`src/rtl/arm_pkg.sv`:
```
// arm_pkg: shared ARM datapath opcode enum, flag struct and opcode-class helper
package arm_pkg;
  typedef enum logic [3:0] {
    OP_AND, OP_EOR, OP_SUB, OP_RSB, OP_ADD, OP_ADC, OP_SBC, OP_RSC,
    OP_TST, OP_TEQ, OP_CMP, OP_CMN, OP_ORR, OP_MOV, OP_BIC, OP_MVN
  } op_t;
  typedef struct packed {
    logic n;
    logic z;
    logic c;
    logic v;
  } flags_t;
  // 2..7 and A..B go through the adder; everything else is logical
  function automatic logic is_arith(input logic [3:0] op);
    return (op[3:1] == 3'b001) || (op[3:2] == 2'b01) || (op[3:1] == 3'b101);
  endfunction
endpackage

```
`src/rtl/alu_flags_if.sv`:
```
// alu_flags_if: ALU operand/opcode bus and result/flag returns; master drives operands, slave is the ALU
interface alu_flags_if;
  logic [31:0] a;
  logic [31:0] b;
  logic [3:0]  op;
  logic        sr_load;
  logic [31:0] result;
  logic        alu_n, alu_z, alu_c, alu_v;
  logic        sr_n, sr_z, sr_c, sr_v;
  modport master (
    output a, b, op, sr_load,
    input  result, alu_n, alu_z, alu_c, alu_v, sr_n, sr_z, sr_c, sr_v
  );
  modport slave (
    input  a, b, op, sr_load,
    output result, alu_n, alu_z, alu_c, alu_v, sr_n, sr_z, sr_c, sr_v
  );
endinterface

```
`src/rtl/alu_core.sv`:
```
// alu_core: combinational 32-bit ARM ALU; ports a, b, op, cin in; result, n, z, c, v out (c/v are adder flags)
import arm_pkg::*;
module alu_core (
  input  logic [31:0] a,
  input  logic [31:0] b,
  input  logic [3:0]  op,
  input  logic        cin,
  output logic [31:0] result,
  output logic        n,
  output logic        z,
  output logic        c,
  output logic        v
);
  logic        w_rev, w_sub, w_cin;
  logic [31:0] w_x, w_y;
  logic [32:0] w_sum;
  always_comb begin
    w_rev = (op == OP_RSB) || (op == OP_RSC);
    w_sub = (op == OP_SUB) || (op == OP_RSB) || (op == OP_SBC) || (op == OP_RSC) || (op == OP_CMP);
    w_cin = (op == OP_ADC) || (op == OP_SBC) || (op == OP_RSC) ? cin : w_sub;
    w_x = w_rev ? b : a;
    w_y = w_sub ? ~(w_rev ? a : b) : b;
    w_sum = {1'b0, w_x} + {1'b0, w_y} + {32'd0, w_cin};
    case (op)
      OP_AND, OP_TST: result = a & b;
      OP_EOR, OP_TEQ: result = a ^ b;
      OP_ORR:         result = a | b;
      OP_MOV:         result = b;
      OP_BIC:         result = a & ~b;
      OP_MVN:         result = ~b;
      default:        result = w_sum[31:0];
    endcase
    n = result[31];
    z = result == 32'd0;
    c = w_sum[32];
    v = (w_x[31] == w_y[31]) && (w_sum[31] != w_x[31]);
  end
endmodule

```
`src/rtl/alu_flags.sv`:
```
// alu_flags: ARM ALU plus registered NZCV status; CLK, reset (async active-low), bus slave modport; ALU_CARRY_OPS_EN enables ADC/SBC/RSC carry-in
import arm_pkg::*;
module alu_flags (
  input  logic        CLK,
  input  logic        reset,
  alu_flags_if.slave  bus
);
  flags_t      r_sr;
  flags_t      w_fl;
  logic        w_cin, w_n, w_z, w_c, w_v;
  logic [31:0] w_res;
`ifdef ALU_CARRY_OPS_EN
  assign w_cin = r_sr.c;
`else
  // carry ops collapse onto ADD (cin 0) and SUB/RSB (cin 1)
  assign w_cin = bus.op != OP_ADC;
`endif
  alu_core u_core (
    .a(bus.a), .b(bus.b), .op(bus.op), .cin(w_cin),
    .result(w_res), .n(w_n), .z(w_z), .c(w_c), .v(w_v)
  );
  always_comb begin
    w_fl.n = w_n;
    w_fl.z = w_z;
    w_fl.c = is_arith(bus.op) ? w_c : r_sr.c;
    w_fl.v = is_arith(bus.op) ? w_v : r_sr.v;
  end
  always_ff @(posedge CLK or negedge reset)
    if (!reset) r_sr <= '0;
    else if (bus.sr_load) r_sr <= w_fl;
  assign bus.result = w_res;
  assign {bus.alu_n, bus.alu_z, bus.alu_c, bus.alu_v} = w_fl;
  assign {bus.sr_n, bus.sr_z, bus.sr_c, bus.sr_v} = r_sr;
endmodule

```
`src/flat_wrapper.sv`:
```
// flat-port wrapper written by rule: the top's interface ports become plain ports
module alu_flags_flat 
  (CLK, reset, bus_a, bus_b, bus_op, bus_sr_load, bus_result, bus_alu_n, bus_alu_z, bus_alu_c, bus_alu_v, bus_sr_n, bus_sr_z, bus_sr_c, bus_sr_v);
  alu_flags_if bus_i ();
  input  logic CLK;
  input  logic reset;
  input wire logic [$bits(bus_i.a)-1:0] bus_a;
  input wire logic [$bits(bus_i.b)-1:0] bus_b;
  input wire logic [$bits(bus_i.op)-1:0] bus_op;
  input wire logic [$bits(bus_i.sr_load)-1:0] bus_sr_load;
  output wire logic [$bits(bus_i.result)-1:0] bus_result;
  output wire logic [$bits(bus_i.alu_n)-1:0] bus_alu_n;
  output wire logic [$bits(bus_i.alu_z)-1:0] bus_alu_z;
  output wire logic [$bits(bus_i.alu_c)-1:0] bus_alu_c;
  output wire logic [$bits(bus_i.alu_v)-1:0] bus_alu_v;
  output wire logic [$bits(bus_i.sr_n)-1:0] bus_sr_n;
  output wire logic [$bits(bus_i.sr_z)-1:0] bus_sr_z;
  output wire logic [$bits(bus_i.sr_c)-1:0] bus_sr_c;
  output wire logic [$bits(bus_i.sr_v)-1:0] bus_sr_v;
  assign bus_i.a = bus_a;
  assign bus_i.b = bus_b;
  assign bus_i.op = bus_op;
  assign bus_i.sr_load = bus_sr_load;
  assign bus_result = bus_i.result;
  assign bus_alu_n = bus_i.alu_n;
  assign bus_alu_z = bus_i.alu_z;
  assign bus_alu_c = bus_i.alu_c;
  assign bus_alu_v = bus_i.alu_v;
  assign bus_sr_n = bus_i.sr_n;
  assign bus_sr_z = bus_i.sr_z;
  assign bus_sr_c = bus_i.sr_c;
  assign bus_sr_v = bus_i.sr_v;
  alu_flags u_core (.CLK(CLK), .reset(reset), .bus(bus_i));
endmodule
```
`config.mk`:
```
export PLATFORM = sky130hd
export DESIGN_NAME = alu_flags_flat
export DESIGN_NICKNAME = d
export VERILOG_FILES = /design/src/rtl/arm_pkg.sv /design/src/rtl/alu_flags_if.sv /design/src/rtl/alu_core.sv /design/src/rtl/alu_flags.sv /design/src/flat_wrapper.sv
export SDC_FILE = /design/constraint.sdc
export NUM_CORES = 1
export LEC_CHECK = 0
export ABC_AREA = 0
export BUFFER_PORTS_ARGS = -buffer_cell sky130_fd_sc_hd__buf_4
export CORE_MARGIN = 8
export CORE_UTILIZATION = 30
export CTS_CLUSTER_DIAMETER = 200
export DETAILED_ROUTE_END_ITERATION = 10
export PLACE_DENSITY_LB_ADDON = 0.12
export SYNTH_ARGS = -nofsm -noshare
export SYNTH_HDL_FRONTEND = slang
export SYNTH_SLANG_ARGS = --single-unit
```
`constraint.sdc`:
```
create_clock -name CLK -period 7.5 [get_ports CLK]
set_input_delay 0.75 -clock CLK [delete_from_list [all_inputs] [get_ports CLK]]
set_output_delay 0.75 -clock CLK [all_outputs]
set_load 0.01 [all_outputs]
```
==> reports/metrics.cfg <==
[synth]
synthCells=880
synth_edf_count=0
ys_seq_elements=4
avgSynthCellArea_um2=6.34
synth_area_leaders=ha_1 14%, nand2_1 9.0%, o21ai_0 7.5%
syn_nets=1016
synth_top_area_share_pct=14.1
async_flop_share_pct=100
yosysSeqAreaShare_pct=1.79
synthFlopType=dfrtp_1
yosysTopAreaCell=ha_1
yosys_warnings=0
ys_types=77
syn_area_um2=5580

[timing]
finalCritPeriodShare_pct=83.8
drv_slew=0
tightest_slew_ns=0.857
min_period_ns=6.29
fmax_ghz=0.159
finalSetupViolCount=0
rsz0062_at_grt=no
fin_tns_setup_ns=0
skew_ns=0
slew-limit-headroom_pct=42.9
timing_hold_violations_final=0

[power]
power.switching_uw=445
sw_frac_of_total_pct=54.3
worst_ir_drop_vdd_mv=0.0592
p_clk_share_pct=10.1
power.share.combinational_pct=86.4
leakage_uw=0.00300
intPower_uw=375
seq_power_share_pct=3.5
p_per_area_nw_per_um2=125

[clock_network]
cts_buffers=3
cts_tree=done
cts_buffer_depth=2
postCtsSetupBuffers=0
ctsResizeCount=0
cts.sinks=4
path_clk_slew_ns=0.03
cts.htree.levels=1
cts_root_buf=clkbuf_16
clk_latency_ns=0.22
hold_buffers=0

[worst_hold_path]
hold_path.class=in -> async

[global_route]
grt-ovfl-total=0
grt.total_usage_pct=20.9
antenna_found_initial=0
grt_max_degree=97
first_global_vias=6679
grt_pass1_wl_um=39100

[layout]
antennaDiodeCount=0
areaGrowthSynthToFinish_pct=17.9
regArea_um2=100
drive_gt1_share_pct=15.2
final_cell_mix=134 x nand2_1, 121 x buf_4, 84 x o21ai_0, 77 x inv_1, 63 x ha_1
fin_util_pct=35.6
num-nets-final=1076
multiInputGateArea_um2=4910
final_common_cell=nand2_1
fillers=2055

[critical_path]
critPathKind=in -> out
cp-end-kind=output pin
start_kind=input pin
worst-endpoint-required_ns=6.75
worstPathArrival_ns=5.54
cp_max_fo=44

[run]
maxCapViolCount=0

[floorplanning]
start_util_pct=30.2
dieArea_um2=23200
rows=50
core-area_um2=18500
ioPinCount=111
dieWidth_um=152
die-height_um=152

[detailed_routing]
drc=0
via_count=6928
wl_um=25300
drt-initial-drc-count=478
vias_per_cell=5.91
dr.pass1.iters=5
wire_per_inst_um=21.6
ant_nets=0

[run_status]
status=complete, no violations

[placement]
port_buffers=110
globalplace.congestion=0.953
dp_hpwl_um=20100

## per-stage QoR
stage               instances  power [µW]  hold WS (ns)  cell area, µm²  setup slack [ns]
detailed placement       1169         734         0.496            6500              1.27
finish                   1172         821         0.316            6580              1.21
floorplan                 880         467         0.454            5580              1.44
CTS                      1172         822         0.314            6580              1.26
global placement         1169         739         0.493            6500              1.36
global route             1172         891         0.316            6580             0.878
## worst max-delay path, cell delays in order
cell,delay (ns)
buf_4,0.25
o21ai_0,0.27
nand3_1,0.46
o221a_2,0.43
fa_1,0.42
inv_1,0.10
fa_1,0.24
nand3_1,0.09
a21oi_1,0.43
o2111ai_1,0.22
a21oi_1,0.28
nor2_1,0.14
xor2_1,0.22
o221ai_1,0.18
nor3_1,0.51
nand4_1,0.23
nor2_1,0.13
buf_4,0.13
## Yosys cell counts (11+ instances only)
cell,n
nand2_1,134
o21ai_0,84
inv_1,77
ha_1,63
a21oi_1,61
clkbuf_1,44
nor2_1,42
o221ai_1,34
nand3_1,24
xor2_1,22
nand4_1,19
nor3_1,18
xnor2_1,16
o21a_1,14
mux2i_1,13
o22ai_1,11
## worst paths after layout
kind | startpoint | end | slack, ns | depth (start not counted)
setup / recovery | bus_op[0] | bus_alu_z | 1.21 | 18
hold / removal | reset | u_core.bus.sr_v | 0.32 | 1
setup reg to reg | u_core.bus.sr_c | u_core.bus.sr_c | 6.56 | 3
hold reg to reg | u_core.bus.sr_n | u_core.bus.sr_n | 0.50 | 1
max in group asynchronous | reset | u_core.bus.sr_c | 7.08 | 1
min in group CLK | u_core.bus.sr_n | u_core.bus.sr_n | 0.50 | 1
## power groups by stage
stage	Sequential (µW)	Combinational [µW]	Clock [µW]
finish	28.9	709	82.7
global route	29.4	776	85.8
CTS	28.9	709	84.3
detailed placement	29.1	705	0
global placement	29.1	710	0
floorplan	30.9	436	0
## flip-flops by register name, indices dropped and copies added, names as in the netlist
name             count
u_core.bus.sr_n      1
u_core.bus.sr_z      1
u_core.bus.sr_v      1
u_core.bus.sr_c      1
## cells by family (layout without fill, tap and decap cells)
group / after synthesis / in the layout / synth area share, %
fa+ha+maj: 65 / 65 / 14.8
mux: 16 / 16 / 2.94
xor+xnor: 38 / 38 / 5.97
buf+inv: 144 / 202 / 10.5
simple gates: 291 / 291 / 24.7
compound gates: 322 / 322 / 39.2
flops: 4 / 4 / 1.79
## area by class of cell
cell class,count,share of cell area (%)
tap,234,4.45
timing repair buffer,121,13.8
clock buffer,3,1.14
inverter,78,4.45
sequential,4,1.52
multi-input combinational,732,74.6
## routing by layer
metal	part of all wire, %	track usage, %	wire, µm
met5	0	0	0
met4	5.1	10.1	1280
met1	43	25.6	10900
met2	47	35.7	11900
met3	4.8	2.52	1210
Power figures use the tool's default switching activity.
